==> config.mk <==
export PLATFORM = sky130hd
export DESIGN_NAME = dino_motion_ctrl
export DESIGN_NICKNAME = d
export VERILOG_FILES = /design/src/rtl/dino_motion_ctrl.sv
export SDC_FILE = /design/constraint.sdc
export NUM_CORES = 1
export LEC_CHECK = 0
export ABC_AREA = 0
export BUFFER_PORTS_ARGS = -buffer_cell sky130_fd_sc_hd__buf_4
export CAP_MARGIN = 30
export CORE_MARGIN = 5
export CORE_UTILIZATION = 60
export CTS_CLUSTER_SIZE = 12
export DETAILED_ROUTE_END_ITERATION = 10
export GPL_TIMING_DRIVEN = 0
export PLACE_DENSITY = 0.78
export SLEW_MARGIN = 20
export SYNTH_ARGS = -nofsm -noshare
export SYNTH_HDL_FRONTEND = slang
export SYNTH_SLANG_ARGS = --single-unit
==> constraint.sdc <==
create_clock -name i_clk -period 4.19 [get_ports i_clk]
set_input_delay 0.838 -clock i_clk [delete_from_list [all_inputs] [get_ports i_clk]]
set_output_delay 0.838 -clock i_clk [all_outputs]
set_load 0.05 [all_outputs]
==> src/rtl/dino_motion_ctrl.sv <==
// Vertical-motion controller for the dino sprite: game-state machine
// (idle/run/air/dead), jump physics, shared physics tick and leg-animation
// frame select. Every output is taken straight from a register.
module dino_motion_ctrl #(
    parameter int GROUND_Y    = 240,
    parameter int MIN_Y       = 49,
    parameter int JUMP_V0     = 12,
    parameter int GRAVITY     = 1,
    parameter int TICK_CYCLES = 1666667,
    parameter int ANIM_TICKS  = 6
) (
    input  logic       i_clk,
    input  logic       i_rst,
    input  logic       i_start,
    input  logic       i_jump,
    input  logic       i_collide,
    output logic [9:0] o_pos,
    output logic [1:0] o_state,
    output logic       o_airborne,
    output logic       o_run_frame,
    output logic       o_tick
);

    typedef enum logic [1:0] {
        ST_IDLE = 2'd0,
        ST_RUN  = 2'd1,
        ST_AIR  = 2'd2,
        ST_DEAD = 2'd3
    } state_t;

    localparam int TCW = $clog2(TICK_CYCLES);
    localparam int ACW = (ANIM_TICKS > 1) ? $clog2(ANIM_TICKS) : 1;

    localparam logic [TCW-1:0]     TICK_LAST = TCW'(TICK_CYCLES - 1);
    // tick is registered, so it is raised one count early
    localparam logic [TCW-1:0]     TICK_PRE  = TCW'(TICK_CYCLES - 2);
    localparam logic [ACW-1:0]     ANIM_LAST = ACW'(ANIM_TICKS - 1);
    localparam logic [9:0]         GROUND_P  = 10'(GROUND_Y);
    localparam logic [9:0]         MIN_P     = 10'(MIN_Y);
    localparam logic signed [10:0] GROUND_S  = 11'(GROUND_Y);
    localparam logic signed [10:0] MIN_S     = 11'(MIN_Y);
    localparam logic signed [7:0]  V0_S      = 8'(JUMP_V0);
    localparam logic signed [7:0]  GRAV_S    = 8'(GRAVITY);

    state_t                r_state;
    logic [TCW-1:0]        r_tick_cnt;
    logic                  r_tick;
    logic [9:0]            r_pos;
    logic signed [7:0]     r_vel;
    logic                  r_jreq;
    logic                  r_jump_d;
    logic [ACW-1:0]        r_anim_cnt;
    logic                  r_run_frame;
    logic                  r_airborne;

    state_t                w_state_nxt;
    logic [9:0]            w_pos_nxt;
    logic signed [7:0]     w_vel_nxt;
    logic                  w_jreq_nxt;
    logic [ACW-1:0]        w_anim_nxt;
    logic                  w_frame_nxt;
    logic                  w_jump_rise;
    logic signed [10:0]    w_nxt;

    assign w_jump_rise = i_jump & ~r_jump_d;
    // Candidate position: positive velocity moves the sprite up the screen
    assign w_nxt = $signed({1'b0, r_pos}) - $signed({{3{r_vel[7]}}, r_vel});

    // Free-running tick counter and registered tick pulse; runs in every state
    always_ff @(posedge i_clk) begin
        if (i_rst) begin
            r_tick_cnt <= '0;
            r_tick     <= 1'b0;
        end else begin
            r_tick_cnt <= (r_tick_cnt == TICK_LAST) ? '0 : r_tick_cnt + TCW'(1);
            r_tick     <= (r_tick_cnt == TICK_PRE);
        end
    end

    // Next-state, physics and animation; collide outranks the tick update
    always_comb begin
        w_state_nxt = r_state;
        w_pos_nxt   = r_pos;
        w_vel_nxt   = r_vel;
        w_anim_nxt  = r_anim_cnt;
        w_frame_nxt = r_run_frame;
        case (r_state)
            ST_IDLE: begin
                w_pos_nxt   = GROUND_P;
                w_vel_nxt   = 8'sd0;
                w_anim_nxt  = '0;
                w_frame_nxt = 1'b0;
                if (i_start) begin
                    w_state_nxt = ST_RUN;
                end else begin
                    w_state_nxt = ST_IDLE;
                end
            end
            ST_RUN: begin
                if (i_collide) begin
                    w_state_nxt = ST_DEAD;
                end else if (r_tick) begin
                    if (r_anim_cnt == ANIM_LAST) begin
                        w_anim_nxt  = '0;
                        w_frame_nxt = ~r_run_frame;
                    end else begin
                        w_anim_nxt  = r_anim_cnt + ACW'(1);
                    end
                    if (r_jreq) begin
                        w_state_nxt = ST_AIR;
                        w_vel_nxt   = V0_S;
                    end else begin
                        w_state_nxt = ST_RUN;
                    end
                end else begin
                    w_state_nxt = ST_RUN;
                end
            end
            ST_AIR: begin
                if (i_collide) begin
                    w_state_nxt = ST_DEAD;
                end else if (r_tick) begin
                    if (w_nxt >= GROUND_S) begin
                        w_pos_nxt   = GROUND_P;
                        w_vel_nxt   = 8'sd0;
                        w_state_nxt = ST_RUN;
                    end else if (w_nxt < MIN_S) begin
                        w_pos_nxt   = MIN_P;
                        w_vel_nxt   = 8'sd0;
                    end else begin
                        w_pos_nxt   = w_nxt[9:0];
                        w_vel_nxt   = r_vel - GRAV_S;
                    end
                end else begin
                    w_state_nxt = ST_AIR;
                end
            end
            ST_DEAD: begin
                if (i_start) begin
                    w_state_nxt = ST_RUN;
                    w_pos_nxt   = GROUND_P;
                    w_vel_nxt   = 8'sd0;
                    w_anim_nxt  = '0;
                    w_frame_nxt = 1'b0;
                end else begin
                    w_state_nxt = ST_DEAD;
                end
            end
            default: begin
                w_state_nxt = ST_IDLE;
                w_pos_nxt   = GROUND_P;
                w_vel_nxt   = 8'sd0;
                w_anim_nxt  = '0;
                w_frame_nxt = 1'b0;
            end
        endcase
    end

    // Jump request only accumulates while staying in RUN; any transition
    // (including the launch that consumes it) drops it
    always_comb begin
        if ((r_state == ST_RUN) && (w_state_nxt == ST_RUN)) begin
            w_jreq_nxt = r_jreq | w_jump_rise;
        end else begin
            w_jreq_nxt = 1'b0;
        end
    end

    // State, physics and animation registers
    always_ff @(posedge i_clk) begin
        if (i_rst) begin
            r_state     <= ST_IDLE;
            r_pos       <= GROUND_P;
            r_vel       <= 8'sd0;
            r_jreq      <= 1'b0;
            r_jump_d    <= 1'b0;
            r_anim_cnt  <= '0;
            r_run_frame <= 1'b0;
            r_airborne  <= 1'b0;
        end else begin
            r_state     <= w_state_nxt;
            r_pos       <= w_pos_nxt;
            r_vel       <= w_vel_nxt;
            r_jreq      <= w_jreq_nxt;
            r_jump_d    <= i_jump;
            r_anim_cnt  <= w_anim_nxt;
            r_run_frame <= w_frame_nxt;
            r_airborne  <= (w_state_nxt == ST_AIR);
        end
    end

    assign o_pos       = r_pos;
    assign o_state     = r_state;
    assign o_airborne  = r_airborne;
    assign o_run_frame = r_run_frame;
    assign o_tick      = r_tick;

endmodule

==> flow_metrics.py <==
metrics = {
    "run_status": {
        "outcome": "finished, final reports clean",
    },
    "min_path": {
        "holdPathStages": 2,
        "holdCritPathClass": "reg -> reg",
        "hp-start": "r_vel[1]",
    },
    "global_route": {
        "globalRouteTotalUtil": 0.2119,
        "grtUsageMet1": 0.2669,
        "grt_overflow": 0,
        "grt_first_pass_wirelength_um": 10600,
        "antenna_found_initial": 0,
        "busiest_layer": "met2",
        "grt_use_met3": 0.03628,
        "use_met2": 0.3667,
        "grt_max_degree": 17,
        "grt_pass1_vias": 2321,
    },
    "synthesis": {
        "syn_inst": 350,
        "yosysSeqAreaShare": 0.3442,
        "ys.flop_type": "dfxtp_1",
        "synth_fp_nets": 374,
        "syn-cell-area_um2": 2850,
        "async_flop_share": 0,
        "synth_area_leader_cell": "dfxtp_1",
        "ys_top_cells_by_count": "dfxtp_1 (49), nor2_1 (46), nand2_1 (34), inv_1 (20), ha_1 (18)",
        "syn_area_per_cell_um2": 8.144,
        "synth_top_cell_area_share": 0.3442,
        "ys_top_cells_by_area": "dfxtp_1 (34%), ha_1 (7.9%), nor2_1 (6.1%)",
        "yosysWarningCount": 0,
        "synth_seq_cells": 49,
        "yosysMostFrequentCell": "dfxtp_1",
        "ys_types": 57,
        "synth-edff-count": 0,
    },
    "power": {
        "seqPwrFrac": 0.496,
        "powerDensity_nw_per_um2": 305.8,
        "leakage_nw": 1.244,
        "swShare": 0.2784,
        "p_int_uw": 700.1,
        "power_uw": 970.2,
        "switchingPower_uw": 270.1,
        "vdd_ir_drop_max_v": 0.0002011,
        "clockPowerShare": 0.364,
        "pwr-share-comb": 0.140,
    },
    "detailed_routing": {
        "routed_wl_um": 6205,
        "vias_per_cell": 5.852,
        "vias": 2522,
        "drt_iter0_drc": 179,
        "drtAntennaViolNets": 0,
        "firstDrtPassIters": 4,
        "post_drt_wl_per_cell_um": 14.40,
        "drt_drc_violations_left": 0,
    },
    "worst_setup_path": {
        "cp-end-kind": "register",
        "cp_max_fo": 10,
        "worstSetupStartpoint": "r_vel[0]",
        "r2r-start": "r_vel[0]",
        "cp-start-kind": "register",
        "critPathRequiredTime_ps": 4440,
        "critPathKind": "reg -> reg",
        "rr_worst_depth": 12,
        "cp_data_arrival_time_ps": 4050,
    },
    "clock_network": {
        "cts_setup_buffers": 0,
        "cts.path.max_buffers": 2,
        "cts_tree": "built",
        "clk_pin_slew_ps": 100,
        "ctsResizeCount": 0,
        "htreeDepth": 2,
        "ctsHoldBuffers": 0,
        "cts.sinks": 49,
        "ctsRootBufferMaster": "clkbuf_8",
        "worstSkewPairLatency_ps": 320,
        "cts_made_buffers": 5,
    },
    "placed_design": {
        "portBuffers": 19,
        "gp_congestion": 0.9069,
        "dp_hpwl_um": 4647,
    },
    "sta": {
        "rsz0062_at_grt": "no",
        "fmax_ghz": 0.2630,
        "final.min_clock_period_ps": 3802,
        "fin_crit_sh": 0.9074,
        "worst_clock_skew_ps": 7.570,
        "hold_viol": 0,
        "setup_violations": 0,
        "relSlewSlack": 0.6351,
        "fin_setup_tns_ps": 0,
        "slew_violations": 0,
        "tightest_slew_ps": 547.3,
    },
    "cells_and_area": {
        "areaGrowthSynthToFinish_pct": 11.33,
        "layout-drive-gt1-share": 0.1008,
        "n_antenna_cell": 0,
        "nets": 400,
    },
    "floorplanning": {
        "start_util": 0.6115,
        "coreArea_um2": 4661,
        "placementRows": 25,
        "dieArea_um2": 6229,
        "ios": 20,
        "chipWidth_um": 78.93,
        "die_h_um": 78.93,
    },
    "job": {
        "max-cap-violations": 0,
    },
}
state kept, by name (all words and copies together) (netlist names):
name / cells
r_tick_cnt: 21
o_pos: 10
r_vel: 8
r_anim_cnt: 3
o_state: 2
o_airborne: 1
o_run_frame: 1
o_tick: 1
r_jreq: 1
r_jump_d: 1
area by class of cell:
type                    instances  area, um^2
plain buffers                  11       47.55
fillers                       429        1488
clock inverters                 3       43.79
clock buffers                   5       68.82
inverters                      21       78.83
well taps                      54       67.56
multi-input cells             269        1743
flip-flops and latches         49       980.9
repair buffers                 19       142.6
power groups by stage:
stage	sequential [mW]	clock [mW]	combinational, mW
after floorplan	0.500	0	0.0905
after global routing	0.483	0.378	0.151
after detailed placement	0.492	0	0.133
after global placement	0.492	0	0.131
final	0.481	0.353	0.136
after CTS	0.481	0.357	0.135
cells by family after synthesis:
group / Yosys count / share of synthesized area
buffers and inverters: 32 / 0.04434
xor gates and xnor gates: 25 / 0.07682
and+or+nand+nor: 154 / 0.2704
adders and majority gates: 19 / 0.08604
muxes: 2 / 0.007463
AOI/OAI and AO/OA: 69 / 0.1708
DFF: 49 / 0.3442
final timing paths:
kind	to	slack (ps)
hold reg to reg	r_vel[1]	500
hold / removal	r_vel[1]	500
setup / recovery	r_vel[1]	390
setup reg to reg	r_vel[1]	390
critical path, stage by stage (launching register included):
cell	delay [ps]
dfxtp_1	430
ha_1	210
inv_1	50
fa_1	410
a21o_1	230
a221oi_2	460
o31ai_1	140
a31oi_1	240
o21ai_1	180
or4_1	530
buf_2	200
or4b_1	510
a21oi_1	150
metal layers:
| layer | share of wire | up-vias |
|---|---|---|
| met3 | 0.032 | 9 |
| met4 | 0.015 | 0 |
| met2 | 0.49 | 39 |
| met5 | 0 | - |
| met1 | 0.46 | 1183 |
| li1 | - | 1291 |
cell usage in the layout, fill, tap and decap left out, drive strengths merged, types with 3 or more instances in the layout:
cell type  count
dfxtp         49
nor2          46
nand2         34
inv           22
buf           22
ha            18
nand3         16
o21ai         16
xor2          13
clkbuf        13
xnor2         12
and3          10
nor3          10
a21oi         10
or4            6
nand2b         5
nor2b          5
a21o           5
nand4          5
a211oi         4
nor4b          3
a31oi          3
a211o          3
o22ai          3
a2bb2oi        3
a41oi          3
nor3b          3
metrics by stage:
| step | utilization | setup WS (ps) | cells | instance area [um^2] | hold slack, ps |
|---|---|---|---|---|---|
| 2_1_floorplan | - | 702.9 | 350 | 2850 | 456.6 |
| 3_3_place_gp | 0.6566 | 589.2 | 423 | 3060 | 481.3 |
| 3_5_place_dp | 0.6566 | 467.3 | 423 | 3060 | 488.0 |
| 4_1_cts | 0.6808 | 459.0 | 431 | 3173 | 504.1 |
| 5_1_grt | 0.6808 | 198.0 | 431 | 3173 | 525.1 |
| 6_report | 0.6808 | 388.2 | 431 | 3173 | 499.8 |
Note: power is estimated with default switching activity, not from simulation.
